**config.mk**
```make
export PLATFORM = sky130hd
export DESIGN_NAME = mips_mc_ctrl_flat
export DESIGN_NICKNAME = d
export VERILOG_FILES = /design/src/rtl/mips_mc_ctrl_if.sv /design/src/rtl/mips_mc_ctrl.sv /design/src/flat_wrapper.sv
export SDC_FILE = /design/constraint.sdc
export NUM_CORES = 1
export LEC_CHECK = 0
export BUFFER_PORTS_ARGS = -buffer_cell sky130_fd_sc_hd__buf_2
export CAP_MARGIN = 20
export CORE_UTILIZATION = 29
export DETAILED_ROUTE_END_ITERATION = 6
export HOLD_SLACK_MARGIN = 0.03
export PLACE_DENSITY = 0.6
export SETUP_SLACK_MARGIN = 0.2
export SYNTH_ARGS = -nofsm -noshare
export SYNTH_HDL_FRONTEND = slang
export SYNTH_SLANG_ARGS = --single-unit
```
**constraint.sdc**
```tcl
create_clock -name clk -period 1.45 [get_ports clk]
set_clock_uncertainty 0.2 [all_clocks]
set_input_delay 0.145 -clock clk [delete_from_list [all_inputs] [get_ports clk]]
set_output_delay 0.145 -clock clk [all_outputs]
set_load 0.02 [all_outputs]
```
**src/rtl/mips_mc_ctrl_if.sv**
```systemverilog
// Control bus between the multi-cycle MIPS datapath and its controller.
// The master side is the datapath (supplies IR fields and the zero flag).
// The slave side is the controller (drives enables, selects and status).
interface mips_mc_ctrl_if #(
  parameter int unsigned ALU_OP_LENGTH = 3
);
  logic [5:0]               opcode;
  logic [5:0]               funct;
  logic                     zero;
  logic                     pc_wen;
  logic                     ir_wen;
  logic [1:0]               npc_sel;
  logic                     reg_write;
  logic                     mem_write;
  logic                     mem_read;
  logic                     alu_src;
  logic                     mem_to_reg;
  logic                     reg_dst;
  logic                     ext_op;
  logic [ALU_OP_LENGTH-1:0] alu_op;
  logic [2:0]               state;
  logic                     illegal;

  modport master (
    output opcode, funct, zero,
    input  pc_wen, ir_wen, npc_sel, reg_write, mem_write, mem_read,
           alu_src, mem_to_reg, reg_dst, ext_op, alu_op, state, illegal
  );

  modport slave (
    input  opcode, funct, zero,
    output pc_wen, ir_wen, npc_sel, reg_write, mem_write, mem_read,
           alu_src, mem_to_reg, reg_dst, ext_op, alu_op, state, illegal
  );
endinterface

```
**src/rtl/mips_mc_ctrl.sv**
```systemverilog
// Multi-cycle MIPS controller: IF -> ID -> EX -> MEM -> WB FSM for
// addu/subu/ori/lui/lw/sw/beq/j, with a sticky illegal-instruction flag.
module mips_mc_ctrl #(
  parameter int unsigned ALU_OP_LENGTH = 3
) (
  input logic           clk,
  input logic           rst,
  mips_mc_ctrl_if.slave bus
);

  typedef enum logic [2:0] {
    StIf  = 3'd0,
    StId  = 3'd1,
    StEx  = 3'd2,
    StMem = 3'd3,
    StWb  = 3'd4
  } state_e;

  localparam logic [ALU_OP_LENGTH-1:0] AluAdd = ALU_OP_LENGTH'(0);
  localparam logic [ALU_OP_LENGTH-1:0] AluSub = ALU_OP_LENGTH'(1);
  localparam logic [ALU_OP_LENGTH-1:0] AluOr  = ALU_OP_LENGTH'(2);
  localparam logic [ALU_OP_LENGTH-1:0] AluLui = ALU_OP_LENGTH'(3);

  state_e state_q, state_d;
  logic   illegal_q, illegal_d;

  // Instruction decode from the IR fields
  logic is_addu, is_subu, is_rtype, is_ori, is_lui, is_lw, is_sw, is_beq, is_j, is_legal;

  assign is_addu  = (bus.opcode == 6'b000000) && (bus.funct == 6'b100001);
  assign is_subu  = (bus.opcode == 6'b000000) && (bus.funct == 6'b100011);
  assign is_rtype = is_addu | is_subu;
  assign is_ori   = (bus.opcode == 6'b001101);
  assign is_lui   = (bus.opcode == 6'b001111);
  assign is_lw    = (bus.opcode == 6'b100011);
  assign is_sw    = (bus.opcode == 6'b101011);
  assign is_beq   = (bus.opcode == 6'b000100);
  assign is_j     = (bus.opcode == 6'b000010);
  assign is_legal = is_rtype | is_ori | is_lui | is_lw | is_sw | is_beq | is_j;

  logic                     pc_wen, ir_wen, reg_write, mem_write, mem_read;
  logic [1:0]               npc_sel;
  logic                     sel_en;
  logic                     alu_src, mem_to_reg, reg_dst, ext_op;
  logic [ALU_OP_LENGTH-1:0] alu_op;

  // State and sticky illegal flag; reset wins asynchronously
  always_ff @(posedge clk or posedge rst) begin
    if (rst) begin
      state_q   <= StIf;
      illegal_q <= 1'b0;
    end else begin
      state_q   <= state_d;
      illegal_q <= illegal_d;
    end
  end

  // Next-state, write enables and mux selects
  always_comb begin
    state_d    = StIf;
    illegal_d  = illegal_q;
    pc_wen     = 1'b0;
    ir_wen     = 1'b0;
    npc_sel    = 2'b00;
    reg_write  = 1'b0;
    mem_write  = 1'b0;
    mem_read   = 1'b0;
    sel_en     = 1'b0;
    alu_src    = 1'b0;
    mem_to_reg = 1'b0;
    reg_dst    = 1'b0;
    ext_op     = 1'b0;
    alu_op     = AluAdd;

    unique case (state_q)
      StIf: begin
        ir_wen  = 1'b1;
        pc_wen  = 1'b1;
        state_d = StId;
      end
      StId: begin
        sel_en = 1'b1;
        if (is_j) begin
          pc_wen  = 1'b1;
          npc_sel = 2'b10;
          state_d = StIf;
        end else if (!is_legal) begin
          illegal_d = 1'b1;
          state_d   = StIf;
        end else begin
          state_d = StEx;
        end
      end
      StEx: begin
        sel_en = 1'b1;
        if (is_beq) begin
          pc_wen  = bus.zero;
          npc_sel = 2'b01;
          state_d = StIf;
        end else if (is_lw || is_sw) begin
          state_d = StMem;
        end else begin
          state_d = StWb;
        end
      end
      StMem: begin
        sel_en = 1'b1;
        if (is_lw) begin
          mem_read = 1'b1;
          state_d  = StWb;
        end else begin
          mem_write = is_sw;
          state_d   = StIf;
        end
      end
      StWb: begin
        sel_en    = 1'b1;
        reg_write = 1'b1;
        state_d   = StIf;
      end
      // Unused encodings recover to IF with everything quiet
      default: state_d = StIf;
    endcase

    if (sel_en) begin
      reg_dst    = is_rtype;
      alu_src    = is_ori | is_lui | is_lw | is_sw;
      mem_to_reg = is_lw;
      ext_op     = is_lw | is_sw | is_beq;
      if (is_subu || is_beq) begin
        alu_op = AluSub;
      end else if (is_ori) begin
        alu_op = AluOr;
      end else if (is_lui) begin
        alu_op = AluLui;
      end else begin
        alu_op = AluAdd;
      end
    end

    // Reset must silence every enable immediately, not at the next edge
    if (rst) begin
      pc_wen     = 1'b0;
      ir_wen     = 1'b0;
      npc_sel    = 2'b00;
      reg_write  = 1'b0;
      mem_write  = 1'b0;
      mem_read   = 1'b0;
      alu_src    = 1'b0;
      mem_to_reg = 1'b0;
      reg_dst    = 1'b0;
      ext_op     = 1'b0;
      alu_op     = AluAdd;
    end
  end

  assign bus.pc_wen     = pc_wen;
  assign bus.ir_wen     = ir_wen;
  assign bus.npc_sel    = npc_sel;
  assign bus.reg_write  = reg_write;
  assign bus.mem_write  = mem_write;
  assign bus.mem_read   = mem_read;
  assign bus.alu_src    = alu_src;
  assign bus.mem_to_reg = mem_to_reg;
  assign bus.reg_dst    = reg_dst;
  assign bus.ext_op     = ext_op;
  assign bus.alu_op     = alu_op;
  assign bus.state      = state_q;
  assign bus.illegal    = illegal_q;

endmodule

```
**src/flat_wrapper.sv**
```systemverilog
// flat-port wrapper written by rule: the top's interface ports become plain ports
module mips_mc_ctrl_flat 
#(
  parameter int unsigned ALU_OP_LENGTH = 3
)
  (clk, rst, bus_opcode, bus_funct, bus_zero, bus_pc_wen, bus_ir_wen, bus_npc_sel, bus_reg_write, bus_mem_write, bus_mem_read, bus_alu_src, bus_mem_to_reg, bus_reg_dst, bus_ext_op, bus_alu_op, bus_state, bus_illegal);
  mips_mc_ctrl_if #(.ALU_OP_LENGTH(ALU_OP_LENGTH)) bus_i ();
  input logic clk;
  input logic rst;
  input wire logic [$bits(bus_i.opcode)-1:0] bus_opcode;
  input wire logic [$bits(bus_i.funct)-1:0] bus_funct;
  input wire logic [$bits(bus_i.zero)-1:0] bus_zero;
  output wire logic [$bits(bus_i.pc_wen)-1:0] bus_pc_wen;
  output wire logic [$bits(bus_i.ir_wen)-1:0] bus_ir_wen;
  output wire logic [$bits(bus_i.npc_sel)-1:0] bus_npc_sel;
  output wire logic [$bits(bus_i.reg_write)-1:0] bus_reg_write;
  output wire logic [$bits(bus_i.mem_write)-1:0] bus_mem_write;
  output wire logic [$bits(bus_i.mem_read)-1:0] bus_mem_read;
  output wire logic [$bits(bus_i.alu_src)-1:0] bus_alu_src;
  output wire logic [$bits(bus_i.mem_to_reg)-1:0] bus_mem_to_reg;
  output wire logic [$bits(bus_i.reg_dst)-1:0] bus_reg_dst;
  output wire logic [$bits(bus_i.ext_op)-1:0] bus_ext_op;
  output wire logic [$bits(bus_i.alu_op)-1:0] bus_alu_op;
  output wire logic [$bits(bus_i.state)-1:0] bus_state;
  output wire logic [$bits(bus_i.illegal)-1:0] bus_illegal;
  assign bus_i.opcode = bus_opcode;
  assign bus_i.funct = bus_funct;
  assign bus_i.zero = bus_zero;
  assign bus_pc_wen = bus_i.pc_wen;
  assign bus_ir_wen = bus_i.ir_wen;
  assign bus_npc_sel = bus_i.npc_sel;
  assign bus_reg_write = bus_i.reg_write;
  assign bus_mem_write = bus_i.mem_write;
  assign bus_mem_read = bus_i.mem_read;
  assign bus_alu_src = bus_i.alu_src;
  assign bus_mem_to_reg = bus_i.mem_to_reg;
  assign bus_reg_dst = bus_i.reg_dst;
  assign bus_ext_op = bus_i.ext_op;
  assign bus_alu_op = bus_i.alu_op;
  assign bus_state = bus_i.state;
  assign bus_illegal = bus_i.illegal;
  mips_mc_ctrl #(.ALU_OP_LENGTH(ALU_OP_LENGTH)) u_core (.clk(clk), .rst(rst), .bus(bus_i));
endmodule
```
==> impl_metrics.json <==
{
  "status": "finished with violations",
  "failed_checks": "DRC, setup timing",
  "end_kind": "output port",
  "min_period_over_period_pct": 125,
  "portBuffers": 31,
  "cts.sinks": 4,
  "layout-drive-gt1-share_pct": 82.3,
  "cts_buffers": 3,
  "grt_max_degree": 7,
  "post-route-util_pct": 82.9,
  "cts_htree_levels": 1,
  "ys.flop_type": "dfrtp_1",
  "fp.dieW_um": 44.2,
  "hold_class": "input port to flip-flop",
  "io-pin-count": 33,
  "cap_violations": 0,
  "post-route-cell-area_mm2": 0.00131,
  "cts.clk_slew.worst_paths_ns": 0.04,
  "grt_usage_pct": 25.2,
  "area.sequential_um2": 103,
  "crit_family": "flip-flops",
  "r2r_setup_slack_ns": -0.15,
  "clock_path_buffers": 2,
  "seq_area_frac_synth_pct": 19.4,
  "synthDistinctLibCells": 34,
  "synth_warnings": 0,
  "crit_chain": "buf_6, or3_4, o21bai_4, buf_6",
  "crit_path_top_delay_cell": "dfrtp_2",
  "dr.pass1.iters": 6,
  "multiInputGateArea_um2": 588,
  "yosysTopAreaCellShare_pct": 19.4,
  "crit_fanout": 6,
  "num_rows": 14,
  "slew_violations": 0,
  "crit_required_ns": 1.11,
  "drt_iter0_drc": 24,
  "die_h_um": 44.2,
  "cts_tree": "built",
  "dieArea_mm2": 0.00195,
  "grt_pass1_wl_um": 3580,
  "syn_area_per_cell_um2": 7.83,
  "max_freq_mhz": 552,
  "antenna_found_initial": 0,
  "finalHoldViolations": 0,
  "ys_top_cells_by_area": "dfrtp_1 (19%), nor4_1 (7.3%), buf_6 (4.4%)",
  "area_growth_syn_to_layout_pct": 153,
  "grt_pass1_vias": 799,
  "gp_congestion": 0.791,
  "vias": 777,
  "critical_path.max_stage_delay_ns": 0.45,
  "grt.overflow.total": 0,
  "critical_path.most_common_cell": "buf_6",
  "worstPathArrival_ns": 1.47,
  "crit_buf_inv": 2,
  "netlist_area_um2": 517,
  "critPathLaunchType": "flip-flop",
  "fin_ws_ns": -0.361,
  "drc": 2,
  "syn_nets": 81,
  "synthArstFlopShare_pct": 100,
  "clk_latency_ns": 0.24,
  "wirelength_um": 2310,
  "start_util_pct": 32.8,
  "place_area_um2": 1000,
  "rsz0062_at_grt": "true",
  "nNetsFinal": 147,
  "holdWs_ns": 0.150,
  "p_leak_uw": 0.000576,
  "fillCellCount": 95,
  "routedWlPerCell_um": 15.8,
  "final_antenna_net_count": 0,
  "setup_viol": 17,
  "p_per_area_mw_per_mm2": 853,
  "core_area_mm2": 0.00158,
  "criticalPathCategory": "flip-flop to output port",
  "cts-root-buf": "clkbuf_4",
  "yosysMostFrequentCell": "nor4_1",
  "place_hpwl_um": 1440,
  "diodes": 0,
  "yosysTopAreaCell": "dfrtp_1",
  "ys_seq_elements": 4,
  "period_minus_slack_ns": 1.81,
  "synth_edf_count": 0,
  "synth_cells": 66,
  "ir_worst_vdd_uv": 603,
  "vias_per_cell": 5.32
}
cell families (layout without fill, tap and decap cells):
logic type,after synthesis,in the layout,synth area share [%]
DFF,4,4,19.4
other,1,1,0.726
and+or+nand+nor,35,35,44.8
buffers and inverters,10,74,13.8
AOI/OAI and AO/OA,16,16,21.3
cell type report:
class,instances,area share [%]
tap,16,1.53
inverter,4,1.15
clock buffer,3,1.72
timing repair buffer,67,42.7
multi-input combinational,52,45.0
sequential,4,7.85
per-layer routing:
layer  share of wire, %  vias up  track usage, %
met1                 39      374            28.7
met2                 58       27            46.8
li1                   -      376               -
met4                  0        0            10.9
met3                3.3        0            2.86
met5                  0        -               0
tightest hold or removal path, delay by kind of cell:
kind	cells	cell delay, ns
buf+inv	1	0.13
simple gates	2	0.20
compound gates	1	0.06
worst paths after layout:
path / from / end / cells after the start
hold / removal: bus_opcode[1] / u_core.bus.state[0] / 4
setup / recovery: u_core.bus.state[2] / bus_pc_wen / 4
hold reg to reg: u_core.bus.illegal / u_core.bus.illegal / 1
max in group asynchronous: rst / u_core.bus.state[2] / 4
min in group asynchronous: rst / u_core.bus.state[0] / 4
setup reg to reg: u_core.bus.state[0] / u_core.bus.state[1] / 5
cell usage in the layout, fill, tap and decap left out, types with 3 or more instances in the layout:
cell type / synthesis / routed
buf_2: 0 / 14
buf_4: 2 / 31
buf_6: 2 / 20
clkbuf_4: 0 / 3
inv_1: 4 / 4
nor4_4: 0 / 4
registers in the layout (all words and copies together), names as in the netlist:
signal and flops:
u_core.bus.illegal 1, u_core.bus.state 3
power by group:
group	internal, µW	switching (µW)
clock network	92.9	50.0
registers	132	22.3
logic	427	389
through the flow:
step	power, µW	cells	TNS (ns)	setup slack [ns]
final	1110	146	-4.21	-0.361
after global placement	683	134	-2.65	-0.291
after floorplan	488	66	-2.36	-0.280
after detailed placement	688	134	-2.88	-0.299
after global routing	1170	146	-4.93	-0.394
after CTS	1080	145	-4.05	-0.346
what timing repair did:
item / CTS / global route
buffers inserted: 7 / 1
pin swaps: 12 / 4
endpoints found under the hold margin: 4 / 0
hold buffers: 1 / 0
gates resized for setup: 40 / 14
setup endpoints to repair: 18 / 20
(Power assumes the default switching activity.)
